--- config.mk ---
export PLATFORM = sky130hd
export DESIGN_NAME = bin2bcd_seq_flat
export DESIGN_NICKNAME = d
export VERILOG_FILES = /design/src/rtl/display_pkg.sv /design/src/rtl/bin2bcd_seq_if.sv /design/src/rtl/bcd_add3.sv /design/src/rtl/bin2bcd_seq.sv /design/src/flat_wrapper.sv
export SDC_FILE = /design/constraint.sdc
export NUM_CORES = 1
export LEC_CHECK = 0
export CORE_AREA = 2 2 88 69
export DETAILED_ROUTE_END_ITERATION = 16
export DIE_AREA = 0 0 90 71
export PLACE_DENSITY = 0.82
export SYNTH_ARGS = -nofsm -noshare
export SYNTH_HDL_FRONTEND = slang
export SYNTH_SLANG_ARGS = --single-unit
--- constraint.sdc ---
create_clock -name clk_100mhz -period 4.5 [get_ports clk_100mhz]
set_clock_uncertainty 0.2 [all_clocks]
set_input_delay 0.45 -clock clk_100mhz [delete_from_list [all_inputs] [get_ports clk_100mhz]]
set_output_delay 0.45 -clock clk_100mhz [all_outputs]
set_load 0.005 [all_outputs]
--- src/rtl/display_pkg.sv ---
// Shared display-path types and constants for the binary-to-BCD converter
// and the seven-segment multiplexer.
package display_pkg;
  localparam int BCD_DIGIT_W = 4;
  localparam int DISP_DIGITS = 4;
  localparam int DISP_MAX    = 9999;

  typedef enum logic [1:0] {
    IDLE,
    SHIFT,
    DONE
  } state_t;

  typedef logic [BCD_DIGIT_W-1:0] bcd_digit_t;
endpackage

--- src/rtl/bin2bcd_seq_if.sv ---
// Handshake bundle for bin2bcd_seq.
// Carries the input valid/ready pair and the result outputs.
interface bin2bcd_seq_if
  import display_pkg::*;
#(
  parameter int WIDTH  = 16,
  parameter int DIGITS = 5
);
  logic                          in_valid;
  logic                          in_ready;
  logic [WIDTH-1:0]              in_data;
  logic                          out_valid;
  logic [BCD_DIGIT_W*DIGITS-1:0] bcd;
  logic                          overflow;
  logic [DISP_DIGITS-1:0]        blank_mask;

  modport master (
    output in_valid, in_data,
    input  in_ready, out_valid, bcd, overflow, blank_mask
  );

  modport slave (
    input  in_valid, in_data,
    output in_ready, out_valid, bcd, overflow, blank_mask
  );
endinterface

--- src/rtl/bcd_add3.sv ---
// Double-dabble correction cell: adds 3 to a BCD digit of 5 or more.
// Input never exceeds 9, so the 4-bit sum cannot carry out.
module bcd_add3
  import display_pkg::*;
(
  input  bcd_digit_t d,
  output bcd_digit_t q
);
  assign q = (d >= 4'd5) ? d + 4'd3 : d;
endmodule

--- src/rtl/bin2bcd_seq.sv ---
// Sequential double-dabble binary-to-BCD converter, one bit per cycle.
// Optional leading-zero blanking enabled by BCD_LEADING_BLANK_EN.
module bin2bcd_seq
  import display_pkg::*;
#(
  parameter int WIDTH  = 16,
  parameter int DIGITS = 5
)(
  input  logic         clk_100mhz,
  input  logic         reset,
  bin2bcd_seq_if.slave bus
);
  localparam int CW = $clog2(WIDTH + 1);
  localparam int BW = BCD_DIGIT_W * DIGITS;

  state_t           state;
  state_t           state_nx;
  logic [WIDTH-1:0] shreg;
  logic [BW-1:0]    scratch;
  logic [BW-1:0]    adj;
  logic [CW-1:0]    cnt;
  logic             ovf_s;
  logic             last;
  logic [BW+WIDTH-1:0] shifted;
  logic [BW-1:0]    result;
  logic [BW-1:0]    bcd_q;
  logic             ovf_q;

  for (genvar g = 0; g < DIGITS; g++) begin : g_add3
    bcd_add3 u_add3 (
      .d (scratch[g*BCD_DIGIT_W +: BCD_DIGIT_W]),
      .q (adj[g*BCD_DIGIT_W +: BCD_DIGIT_W])
    );
  end

  assign shifted = {adj, shreg} << 1;
  assign result  = shifted[WIDTH +: BW];
  assign last    = (state == SHIFT) && (cnt == CW'(1));

  always_comb begin
    state_nx = state;
    unique case (state)
      IDLE:    if (bus.in_valid) state_nx = SHIFT;
      SHIFT:   if (cnt == CW'(1)) state_nx = DONE;
      DONE:    state_nx = IDLE;
      default: state_nx = IDLE;
    endcase
  end

  always_ff @(posedge clk_100mhz or posedge reset) begin
    if (reset) begin
      state   <= IDLE;
      shreg   <= '0;
      scratch <= '0;
      cnt     <= '0;
      ovf_s   <= 1'b0;
    end else begin
      state <= state_nx;
      unique case (state)
        IDLE: begin
          if (bus.in_valid) begin
            shreg   <= bus.in_data;
            scratch <= '0;
            cnt     <= CW'(WIDTH);
            ovf_s   <= 32'(bus.in_data) > DISP_MAX;
          end
        end
        SHIFT: begin
          {scratch, shreg} <= shifted;
          cnt              <= cnt - CW'(1);
        end
        default: ;
      endcase
    end
  end

  // Result registers load on the final shift so they are valid during DONE.
  always_ff @(posedge clk_100mhz or posedge reset) begin
    if (reset) begin
      bcd_q <= '0;
      ovf_q <= 1'b0;
    end else if (last) begin
      bcd_q <= result;
      ovf_q <= ovf_s;
    end
  end

`ifdef BCD_LEADING_BLANK_EN
  logic [DISP_DIGITS-1:0] blank_nx;
  logic [DISP_DIGITS-1:0] blank_q;
  logic                   zero_above;

  always_comb begin
    blank_nx   = '0;
    zero_above = 1'b1;
    for (int i = DISP_DIGITS - 1; i >= 1; i--) begin
      zero_above  = zero_above &&
        (result[i*BCD_DIGIT_W +: BCD_DIGIT_W] == '0);
      blank_nx[i] = zero_above;
    end
    if (ovf_s) blank_nx = '0;
  end

  always_ff @(posedge clk_100mhz or posedge reset) begin
    if (reset)     blank_q <= 4'b1110;
    else if (last) blank_q <= blank_nx;
  end

  assign bus.blank_mask = blank_q;
`else
  assign bus.blank_mask = '0;
`endif

  assign bus.in_ready  = (state == IDLE);
  assign bus.out_valid = (state == DONE);
  assign bus.bcd       = bcd_q;
  assign bus.overflow  = ovf_q;
endmodule

--- src/flat_wrapper.sv ---
// flat-port wrapper written by rule: the top's interface ports become plain ports
module bin2bcd_seq_flat import display_pkg::*;
#(
  parameter int WIDTH  = 16,
  parameter int DIGITS = 5
)
  (clk_100mhz, reset, bus_in_valid, bus_in_data, bus_in_ready, bus_out_valid, bus_bcd, bus_overflow, bus_blank_mask);
  bin2bcd_seq_if #(.WIDTH(WIDTH), .DIGITS(DIGITS)) bus_i ();
  input  logic clk_100mhz;
  input  logic reset;
  input wire logic [$bits(bus_i.in_valid)-1:0] bus_in_valid;
  input wire logic [$bits(bus_i.in_data)-1:0] bus_in_data;
  output wire logic [$bits(bus_i.in_ready)-1:0] bus_in_ready;
  output wire logic [$bits(bus_i.out_valid)-1:0] bus_out_valid;
  output wire logic [$bits(bus_i.bcd)-1:0] bus_bcd;
  output wire logic [$bits(bus_i.overflow)-1:0] bus_overflow;
  output wire logic [$bits(bus_i.blank_mask)-1:0] bus_blank_mask;
  assign bus_i.in_valid = bus_in_valid;
  assign bus_i.in_data = bus_in_data;
  assign bus_in_ready = bus_i.in_ready;
  assign bus_out_valid = bus_i.out_valid;
  assign bus_bcd = bus_i.bcd;
  assign bus_overflow = bus_i.overflow;
  assign bus_blank_mask = bus_i.blank_mask;
  bin2bcd_seq #(.WIDTH(WIDTH), .DIGITS(DIGITS)) u_core (.clk_100mhz(clk_100mhz), .reset(reset), .bus(bus_i));
endmodule
==> qor.yml, run 1 <==
sta:
  setup-violations-final: 0
  finalHoldViolCount: 0
  tightest_slew_ns: 0.8924
  finalSetupTns_ns: 0
  max_slew_margin: 0.4051
  setup_slack_ns: 1.974
  layout_worst_path_cycle_share: 0.5614
  fmax_mhz: 395.8
  grt_setup_unrepaired: "no"
  finalCriticalPeriod_ns: 2.526
  report.final.slew_viol_count: 0
logic_synthesis:
  muxShareOfSynthArea: 0.04961
  yosysSeqAreaShare: 0.5287
  synth_area_leaders: "dfrtp_1 (53%), nand2_1 (7.2%), o21ai_0 (6.3%), ha_1 (4.9%), a22oi_1 (3.7%)"
  yosys.area_share.xor_xnor: 0.01423
  synth-seq-cells: 65
  syn_area_um2: 3077
  synth_fa_ha_area_frac: 0.04880
  synth_top_family_by_area: "compound AO/OA/AOI/OAI gates"
  synthSimpleGateAreaFrac: 0.1521
  syn_area_per_cell_um2: 10.19
  ys_types: 37
  yosysTopAreaCellShare: 0.5287
  synth-compound-area-share: 0.1553
  yosysTopAreaCell: "dfrtp_1"
  ys_warn_count: 0
  syn_inst: 302
die:
  die_w_um: 90
  num_rows: 24
  ioPinCount: 46
  die_area_um2: 6390
  initial_core_util: 0.5509
  core_area_um2: 5585
  die_h_um: 71
clock_network:
  post_cts_resized: 0
  hold_buffers: 0
  path_clk_slew_ns: 0.07
  htreeDepth: 3
  post_cts_buffers: 0
  cts-root-buf: "clkbuf_8"
  clk_latency_ns: 0.35
  cts_buffer_depth: 2
  cts_buffers: 9
  clock_sinks: 65
  cts_tree: "done"
final_layout:
  diodes: 0
  nets: 375
  final_cell_mix: "dfrtp_1 (65), nand2_1 (59), clkdlybuf4s50_1 (41)"
  layout-drive-gt1-share: 0.1182
  n_fill_cell: 469
  mostFrequentLayoutCell: "dfrtp_1"
  syn_to_final_growth_pct: 20.05
place:
  portBuffers: 41
  gp_congestion: 0.8053
  dp_hpwl_um: 4383
  dpl_worst_slack_ns: 1.909
critical_path:
  worst-setup-path-type: "reg -> reg"
  cp.arrival_ns: 2.55
  cp-start-kind: "flop"
  crit_chain: "inv_1, ha_1, nor4b_4, nand2_2, inv_2, mux2_2"
  worstPathMaxFanout: 21
  critPathRequiredTime_ns: 4.52
  endpoint_kind: "flop"
  slowest_delay_ns: 0.46
  crit_path_top_delay_cell: "nor4b_4"
power_and_ir_drop:
  clkPwrFrac: 0.166
  switching_share: 0.3806
  p_int_mw: 1.635
  seqPwrFrac: 0.405
  ir_worst_vdd_uv: 370.9
  p_leak_nw: 1.634
  p_sw_mw: 1.005
  p_comb_frac: 0.429
  p_per_area_nw_per_um2: 714.7
route:
  drtIter0Drc: 146
  post-route-drc-count: 0
  wl_per_cell_um: 15.15
  via_count: 2359
  vias_per_cell: 5.551
  routed_wl_um: 6438
  ant_nets: 0
  firstDrtPassIters: 4
global_routing:
  grt_pass1_wl_um: 10900
  track_usage: 0.2196
  antenna_found_initial: 0
  grt.overflow.total: 0
  grt_max_degree: 44
  grt_pass1_vias: 2235
outcome:
  outcome: "finished clean"
hold_path:
  hold_path.class: "reg -> reg"
flow_run:
  maxCapViolCount: 0
## state kept, by name, summed over array words and instances, names as in the netlist
signal,cells
u_core.ovf_s,1
u_core.cnt,5
u_core.bus.overflow,1
u_core.scratch,20
u_core.shreg,16
u_core.bus.bcd,20
u_core.state,2
## worst paths after layout
| kind | startpoint | endpoint | slack, ns | cells past startpoint |
|---|---|---|---|---|
| worst max-delay path | u_core.cnt[1] | u_core.bus.bcd[13] | 1.97 | 6 |
| worst min register to register | u_core.shreg[8] | u_core.shreg[8] | 0.28 | 2 |
| worst min-delay path | u_core.shreg[8] | u_core.shreg[8] | 0.28 | 2 |
| min in group asynchronous | reset | u_core.shreg[3] | 0.40 | 2 |
| max in group asynchronous | reset | u_core.bus.bcd[5] | 2.86 | 3 |
| worst max register to register | u_core.cnt[1] | u_core.bus.bcd[13] | 1.97 | 6 |
## stage by stage
step / cell area, µm² / hold WS, ns / power [mW] / utilization / std cells
after floorplan: 3088 / 0.2463 / 1.794 / - / 305
after global placement: 3525 / 0.2591 / 2.143 / 0.6310 / 411
after detailed placement: 3525 / 0.2661 / 2.205 / 0.6310 / 411
after CTS: 3694 / 0.2824 / 2.646 / 0.6613 / 425
after global routing: 3694 / 0.3051 / 2.857 / 0.6613 / 425
final: 3694 / 0.2787 / 2.640 / 0.6613 / 425
## synth_stat cells, drive strengths merged
library cell / count
clkbuf: 5
nor3b: 5
mux2: 12
mux2i: 1
o211ai: 1
o21ai: 39
inv: 14
a31oi: 5
o31ai: 1
nor3: 6
nor4b: 1
nand2b: 6
or4: 1
conb: 1
dfrtp: 65
nand2: 60
a21oi: 14
nand3: 3
nor2: 3
a22oi: 15
buf: 12
nor2b: 1
ha: 12
a22o: 5
xnor2: 5
nor4: 1
o32a: 1
nand4: 1
or3b: 5
and2b: 1
## layout make-up
class                   count  area (µm²)  area share
clock inverters             3       17.52    0.004743
clock buffers              11       151.4     0.04099
multi-input cells         209        1308      0.3540
well taps                  78       97.59     0.02642
repair buffers             45       440.4      0.1192
flip-flops and latches     65        1627      0.4404
inverters                  14       52.55     0.01423
## power groups by stage
| stage | clock network (mW) | registers (mW) | logic (mW) |
|---|---|---|---|
| 2_1_floorplan | 0 | 1.02 | 0.771 |
| 3_3_place_gp | 0 | 1.06 | 1.08 |
| 3_5_place_dp | 0 | 1.07 | 1.13 |
| 4_1_cts | 0.442 | 1.07 | 1.14 |
| 5_1_grt | 0.466 | 1.10 | 1.29 |
| 6_report | 0.439 | 1.07 | 1.13 |
## routing by layer
metal	GRT usage	vias to the layer above	routed length, µm
li1	-	1134	-
met5	0	-	0
met4	0.07179	0	70
met3	0.07242	8	401
met1	0.3117	1140	3113
met2	0.3233	77	2853
## worst max-delay path: cells and delay by family, from the launching register on
family / cells / cell delay [ns]
adders and majority gates: 1 / 0.15
buffers and inverters: 2 / 0.43
DFF: 1 / 0.39
muxes: 1 / 0.37
and+or+nand+nor: 2 / 0.87
## kinds of logic (layout without fill, tap and decap cells)
family                   count (synthesis)  after routing
AO/OA/AOI/OAI                           81             81
adder cells (fa/ha/maj)                 12             12
XOR/XNOR                                 5              5
other                                    1              4
buffers and inverters                   31             73
multiplexers                            13             13
flip-flops                              65             65
AND/OR/NAND/NOR                         94             94
Power figures use the tool's default switching activity.
==> run 2: changes to the inputs <==
CORE_AREA = 2 2 91 71   (was 2 2 88 69)
DIE_AREA = 0 0 93 73   (was 0 0 90 71)
PLACE_DENSITY = 0.78   (was 0.82)
clock period = 2.5 ns   (was 4.5 ns; I/O delays follow)
==> run 2 against run 1 <==
Against the previous run: cell count rose by 1.6%; sequential share of layout area down 0.76 points; critical endpoint is now u_core.shreg[3]; via count is 3.2% lower; wire length decreased by 2.8%; register-to-register slack worse by 1.6 ns; largest cell class unchanged; core utilization is 3.5 points lower; combinational power rose by 81%.
==> qor.yml, run 2 (synthesis gave the netlist of run 1 again) <==
place:
  dp_hpwl_um: 4166  # was 4383 µm
  portBuffers: 41  # unchanged
  gp_congestion: 0.7547  # was 0.8053
sta:
  setup-violations-final: 0  # unchanged
  layout_worst_path_cycle_share: 0.8703  # was 0.5614
  finalCriticalPeriod_ns: 2.176  # was 2.526 ns
  report.final.slew_viol_count: 0  # unchanged
  finalSetupTns_ns: 0  # unchanged
  grt_setup_unrepaired: "no"  # unchanged
  max_slew_margin: 0.2466  # was 0.4051
  finalHoldViolCount: 0  # unchanged
  fmax_mhz: 459.6  # was 395.8 MHz
  tightest_slew_ns: 1.129  # was 0.8924 ns
critical_path:
  critPathRequiredTime_ns: 2.58  # was 4.52 ns
  worstPathMaxFanout: 29  # was 21
  worst_r2r_path_depth: 5  # was 6
  cp-start-kind: "flop"  # unchanged
  cp.arrival_ns: 2.26  # was 2.55 ns
  worst-setup-path-type: "reg -> reg"  # unchanged
  endpoint_kind: "flop"  # unchanged
route:
  via_count: 2284  # was 2359
  ant_nets: 0  # unchanged
  wl_per_cell_um: 14.48  # was 15.15 µm
  vias_per_cell: 5.287  # was 5.551
  post-route-drc-count: 0  # unchanged
  routed_wl_um: 6255  # was 6438 µm
  drtIter0Drc: 174  # was 146
  firstDrtPassIters: 5  # was 4
clock_network:
  cts_tree: "done"  # unchanged
  path_clk_slew_ns: 0.07  # about the same
  hold_buffers: 0  # unchanged
  clk_latency_ns: 0.34  # was 0.35 ns
  cts-root-buf: "clkbuf_8"  # unchanged
  post_cts_resized: 0  # unchanged
  cts_buffer_depth: 2  # unchanged
  cts_buffers: 9  # unchanged
  post_cts_buffers: 0  # unchanged
  clock_sinks: 65  # unchanged
  htreeDepth: 3  # unchanged
die:
  ioPinCount: 46  # unchanged
  die_h_um: 73  # was 71 µm
  die_area_um2: 6789  # was 6390 µm²
  num_rows: 25  # was 24
  initial_core_util: 0.5123  # was 0.5509
  core_area_um2: 6006  # was 5585 µm²
  die_w_um: 93  # was 90 µm
global_routing:
  track_usage: 0.2022  # was 0.2196
  grt_max_degree: 66  # was 44
  antenna_found_initial: 0  # unchanged
  grt.overflow.total: 0  # unchanged
  grt_pass1_wl_um: 10450  # was 10900 µm
  grt_pass1_vias: 2159  # was 2235
power_and_ir_drop:
  p_leak_nw: 1.668  # was 1.634 nW
  ir_worst_vdd_uv: 610.1  # was 370.9 µV
  p_per_area_nw_per_um2: 1288  # was 714.7 nW/µm²
final_layout:
  mostFrequentLayoutCell: "dfrtp_1"  # unchanged
  layout-drive-gt1-share: 0.1254  # was 0.1182
  nets: 378  # was 375
  diodes: 0  # unchanged
  post-route-util: 0.6258  # was 0.6613
  final_cell_mix: "dfrtp_1 (65), nand2_1 (59), clkdlybuf4s50_1 (41)"  # unchanged
  syn_to_final_growth_pct: 22.16  # was 20.05%
hold_path:
  hold_path.class: "in -> async"  # was reg -> reg
flow_run:
  maxCapViolCount: 0  # unchanged
outcome:
  outcome: "finished clean"  # unchanged
## run 2: cell types whose count changed in the layout (fill, tap and decap cells not counted), sizes merged
| cell | previous run | this run |
|---|---|---|
| bufinv | 0 | 1 |
| buf | 4 | 7 |
| clkinvlp | 1 | 0 |
| clkbuf | 11 | 12 |
## run 2: critical path, stage by stage (launching register included)
cell and delay, ns:
dfrtp_1 0.41, and2b_1 0.22, nor2_2 0.87, buf_4 0.30, nand2_1 0.06, nand2_1 0.06
## run 2: final cells by class
| cell class | count | area (µm²) |
|---|---|---|
| Clock buffer | 12 | 155.1 |
| Clock inverter | 3 | 40.04 |
| Fill cell | 501 | 2247 |
| Inverter | 14 | 52.55 |
| Multi-Input combinational cell | 209 | 1308 |
| Sequential cell | 65 | 1627 |
| Tap cell | 81 | 101.3 |
| Timing Repair Buffer | 48 | 475.5 |
## run 2: path summary, 6_finish.rpt
path | slack, ns | endpoint | from
max in group asynchronous | 1.73 | u_core.shreg[12] | reset
min in group clk_100mhz | 0.28 | u_core.shreg[0] | bus_in_data[0]
hold reg to reg | 0.28 | u_core.bus.bcd[18] | u_core.bus.bcd[18]
hold / removal | 0.1 | u_core.cnt[3] | reset
setup reg to reg | 0.32 | u_core.shreg[3] | u_core.state[1]
setup / recovery | 0.32 | u_core.shreg[3] | u_core.state[1]
## run 2: per-stage QoR
stage	instance area (µm²)	std cells	hold WS [ns]	power (mW)	setup WS (ns)
floorplan	3088	305	0.1668	3.229	0.4235
global placement	3563	417	0.2575	3.868	0.1585
detailed placement	3563	417	0.2646	3.977	0.1128
CTS	3759	432	0.1081	4.894	0.2701
global route	3759	432	0.1187	5.239	0.1433
finish	3759	432	0.09716	4.842	0.3243
## run 2: routing by layer
layer | wire length [µm] | vias to the layer above | track usage
met2 | 2951 | 45 | 0.3043
li1 | - | 1127 | -
met5 | 0 | - | 0
met4 | 40 | 0 | 0.05556
met1 | 2970 | 1107 | 0.2795
met3 | 293 | 5 | 0.07438
## run 2: power breakdown
group	leakage, nW	switching (mW)	internal [mW]
logic	0.753	1.01	1.03
clock network	0.102	0.384	0.506
registers	0.813	0.376	1.53
==> run 3: changes to the inputs <==
CAP_MARGIN = 15   (was default)
CORE_AREA = 2 2 89 70   (was 2 2 91 71)
CTS_BUF_LIST = sky130_fd_sc_hd__clkbuf_2   (was default)
DIE_AREA = 0 0 91 72   (was 0 0 93 73)
PLACE_DENSITY = 0.8   (was 0.78)
==> run 3 against run 2 <==
Against the previous run: clock power down 46%; global-route usage up 0.34 points; worst hold slack better by 0.030 ns; setup slack worse by 0.010 ns; power down 9.0%; critical path depth unchanged; cell count down 0.23%; clock-buffer cell count down 1; via count up 1.5%; first-iteration DRC count down 29%; critical path type unchanged.
==> qor.yml, run 3 (synthesis gave the netlist of run 1 again) <==
outcome:
  outcome: "finished clean"  # unchanged
hold_path:
  hold_depth: 3
  hold_path.class: "in -> reg"  # was in -> async
  whs_endpoint: "u_core.shreg[0]"
  min_from: "bus_in_data[0]"
die:
  die_h_um: 72  # was 73 µm
  die_w_um: 91  # was 93 µm
  core_area_um2: 5645  # was 6006 µm²
  initial_core_util: 0.5450  # was 0.5123
  num_rows: 24  # was 25
  ioPinCount: 46  # unchanged
  die_area_um2: 6552  # was 6789 µm²
critical_path:
  worst-setup-path-type: "reg -> reg"  # unchanged
  crit_chain: "and2b_1, nor2_2, buf_4, nand2_1, nand2_1"  # unchanged
  worst-path-buf-inv: 1  # unchanged
  cp.arrival_ns: 2.41  # was 2.26 ns
  rrSetupSlack_ns: 0.31  # was 0.32 ns
  worstPathMaxFanout: 29  # unchanged
  worst_r2r_path_depth: 5  # unchanged
  r2r-start: "u_core.state[0]"  # was u_core.state[1]
  crit_path_top_delay_cell: "nor2_2"  # unchanged
  path_common_cell: "nand2_1"  # unchanged
  slowest_delay_ns: 0.86  # was 0.87 ns
  r2r_end: "u_core.shreg[1]"  # was u_core.shreg[3]
  crit_family: "simple AND/OR/NAND/NOR gates"  # unchanged
  cp-start-kind: "flop"  # unchanged
  critPathRequiredTime_ns: 2.73  # was 2.58 ns
  endpoint_kind: "flop"  # unchanged
  crit_start: "u_core.state[0]"  # was u_core.state[1]
sta:
  layout_worst_path_cycle_share: 0.8744  # was 0.8703
  grt_setup_unrepaired: "no"  # unchanged
  fmax_mhz: 457.4  # was 459.6 MHz
  setup-violations-final: 0  # unchanged
  finalSetupTns_ns: 0  # unchanged
  max_slew_margin: 0.2531  # was 0.2466
  setup_slack_ns: 0.3139  # was 0.3243 ns
  hold_ws_ns: 0.1274  # was 0.09716 ns
  report.final.slew_viol_count: 0  # unchanged
  finalCriticalPeriod_ns: 2.186  # was 2.176 ns
  finalHoldViolCount: 0  # unchanged
  tightest_slew_ns: 1.119  # was 1.129 ns
place:
  portBuffers: 41  # unchanged
  place_inst: 414  # was 417
  gp_congestion: 0.8030  # was 0.7547
  dpl_worst_slack_ns: 0.1153  # was 0.1128 ns
  dp_hpwl_um: 4059  # was 4166 µm
route:
  drtIter0Drc: 123  # was 174
  via_count: 2319  # was 2284
  firstDrtPassIters: 4  # was 5
  ant_nets: 0  # unchanged
  vias_per_cell: 5.381  # was 5.287
  wl_per_cell_um: 14.24  # was 14.48 µm
  post-route-drc-count: 0  # unchanged
  routed_wl_um: 6136  # was 6255 µm
global_routing:
  grtUsageMet1: 0.2832  # was 0.2795
  grt_max_degree: 66  # unchanged
  track_usage: 0.2056  # was 0.2022
  antenna_found_initial: 0  # unchanged
  met3_usage: 0.06438  # was 0.07438
  grt_pass1_wl_um: 10420  # was 10450 µm
  grt_pass1_vias: 2207  # was 2159
  gr-usage-met2: 0.3128  # was 0.3043
  grt.busiest_layer: "met2"  # unchanged
  grt.overflow.total: 0  # unchanged
power_and_ir_drop:
  p_leak_nw: 1.631  # was 1.668 nW
  switching_share: 0.3918  # was 0.3664
  p_per_area_nw_per_um2: 1209  # was 1288 nW/µm²
  power_mw: 4.408  # was 4.842 mW
  p_int_mw: 2.681  # was 3.068 mW
  ir_worst_vdd_uv: 631.8  # was 610.1 µV
  p_comb_frac: 0.463  # was 0.422
  seqPwrFrac: 0.428  # was 0.394
  clkPwrFrac: 0.108  # was 0.184
  p_sw_mw: 1.727  # was 1.774 mW
final_layout:
  nets: 379  # was 378
  syn_to_final_growth_pct: 18.54  # was 22.16%
  mostFrequentLayoutCell: "dfrtp_1"  # unchanged
  final_cell_mix: "dfrtp_1 (65), nand2_1 (59), clkdlybuf4s50_1 (41)"  # unchanged
  diodes: 0  # unchanged
  stdcell_count: 431  # was 432
  layout-drive-gt1-share: 0.1246  # was 0.1254
clock_network:
  cts_buffers: 9  # unchanged
  cts-root-buf: "clkbuf_2"  # was clkbuf_8
  clk_latency_ns: 0.47  # was 0.34 ns
  post_cts_buffers: 0  # unchanged
  path_clk_slew_ns: 0.16  # was 0.07 ns
  clock_sinks: 65  # unchanged
  htreeDepth: 3  # unchanged
  cts_tree: "done"  # unchanged
  cts_buffer_depth: 2  # unchanged
flow_run:
  maxCapViolCount: 0  # unchanged
==> run 3: cell types whose count changed in the layout (fill, tap and decap cells not counted), sizes merged <==
cell / previous run / this run
clkinv: 2 / 5
bufinv: 1 / 0
clkbuf: 12 / 11
dlygate4sd3: 0 / 1
==> run 3: worst reg2reg max path: stages, from the launching register on <==
cell	delay, ns
dfrtp_1	0.46
and2b_1	0.20
nor2_2	0.86
buf_4	0.30
nand2_1	0.06
nand2_1	0.06
==> run 3: final cells by class <==
class,count,area (µm²)
inverter,14,52.55
clock buffer,11,55.05
clock inverter,5,22.52
tap,78,97.59
fill,484,1998
multi-input combinational,209,1308
timing repair buffer,49,485.5
sequential,65,1627
==> run 3: power by group through the flow <==
stage / clock, mW / sequential (mW) / combinational (mW)
finish: 0.478 / 1.89 / 2.04
global route: 0.549 / 1.96 / 2.31
CTS: 0.498 / 1.88 / 2.06
detailed placement: 0 / 1.91 / 2.05
global placement: 0 / 1.89 / 1.97
floorplan: 0 / 1.84 / 1.39
==> run 3: repair_timing <==
item	in CTS	in global routing
hold buffers	1	0
gates resized for setup	0	0
setup endpoints to repair	0	0
hold endpoints to repair	65	0
==> run 3: worst max-delay path by stage <==
| stage | to | cells after the start | slack [ns] |
|---|---|---|---|
| after global routing | u_core.shreg[1] | 5 | 0.17 |
| after CTS | u_core.shreg[1] | 5 | 0.31 |
| final | u_core.shreg[1] | 5 | 0.31 |
| after floorplan | u_core.bus.bcd[0] | 1 | 0.42 |
| after global placement | u_core.shreg[2] | 6 | 0.16 |
| after detailed placement | u_core.shreg[1] | 6 | 0.12 |
==> run 3: layer usage <==
layer / vias up / wire (µm)
li1: 1134 / -
met1: 1132 / 2877
met2: 49 / 2885
met3: 4 / 320
met4: 0 / 52
met5: - / 0
==> run 3: per-stage QoR <==
stage / util / instance area, µm²
after floorplan: - / 3088
after global placement: 0.6305 / 3560
after detailed placement: 0.6305 / 3560
after CTS: 0.6461 / 3647
after global routing: 0.6461 / 3647
final: 0.6461 / 3647
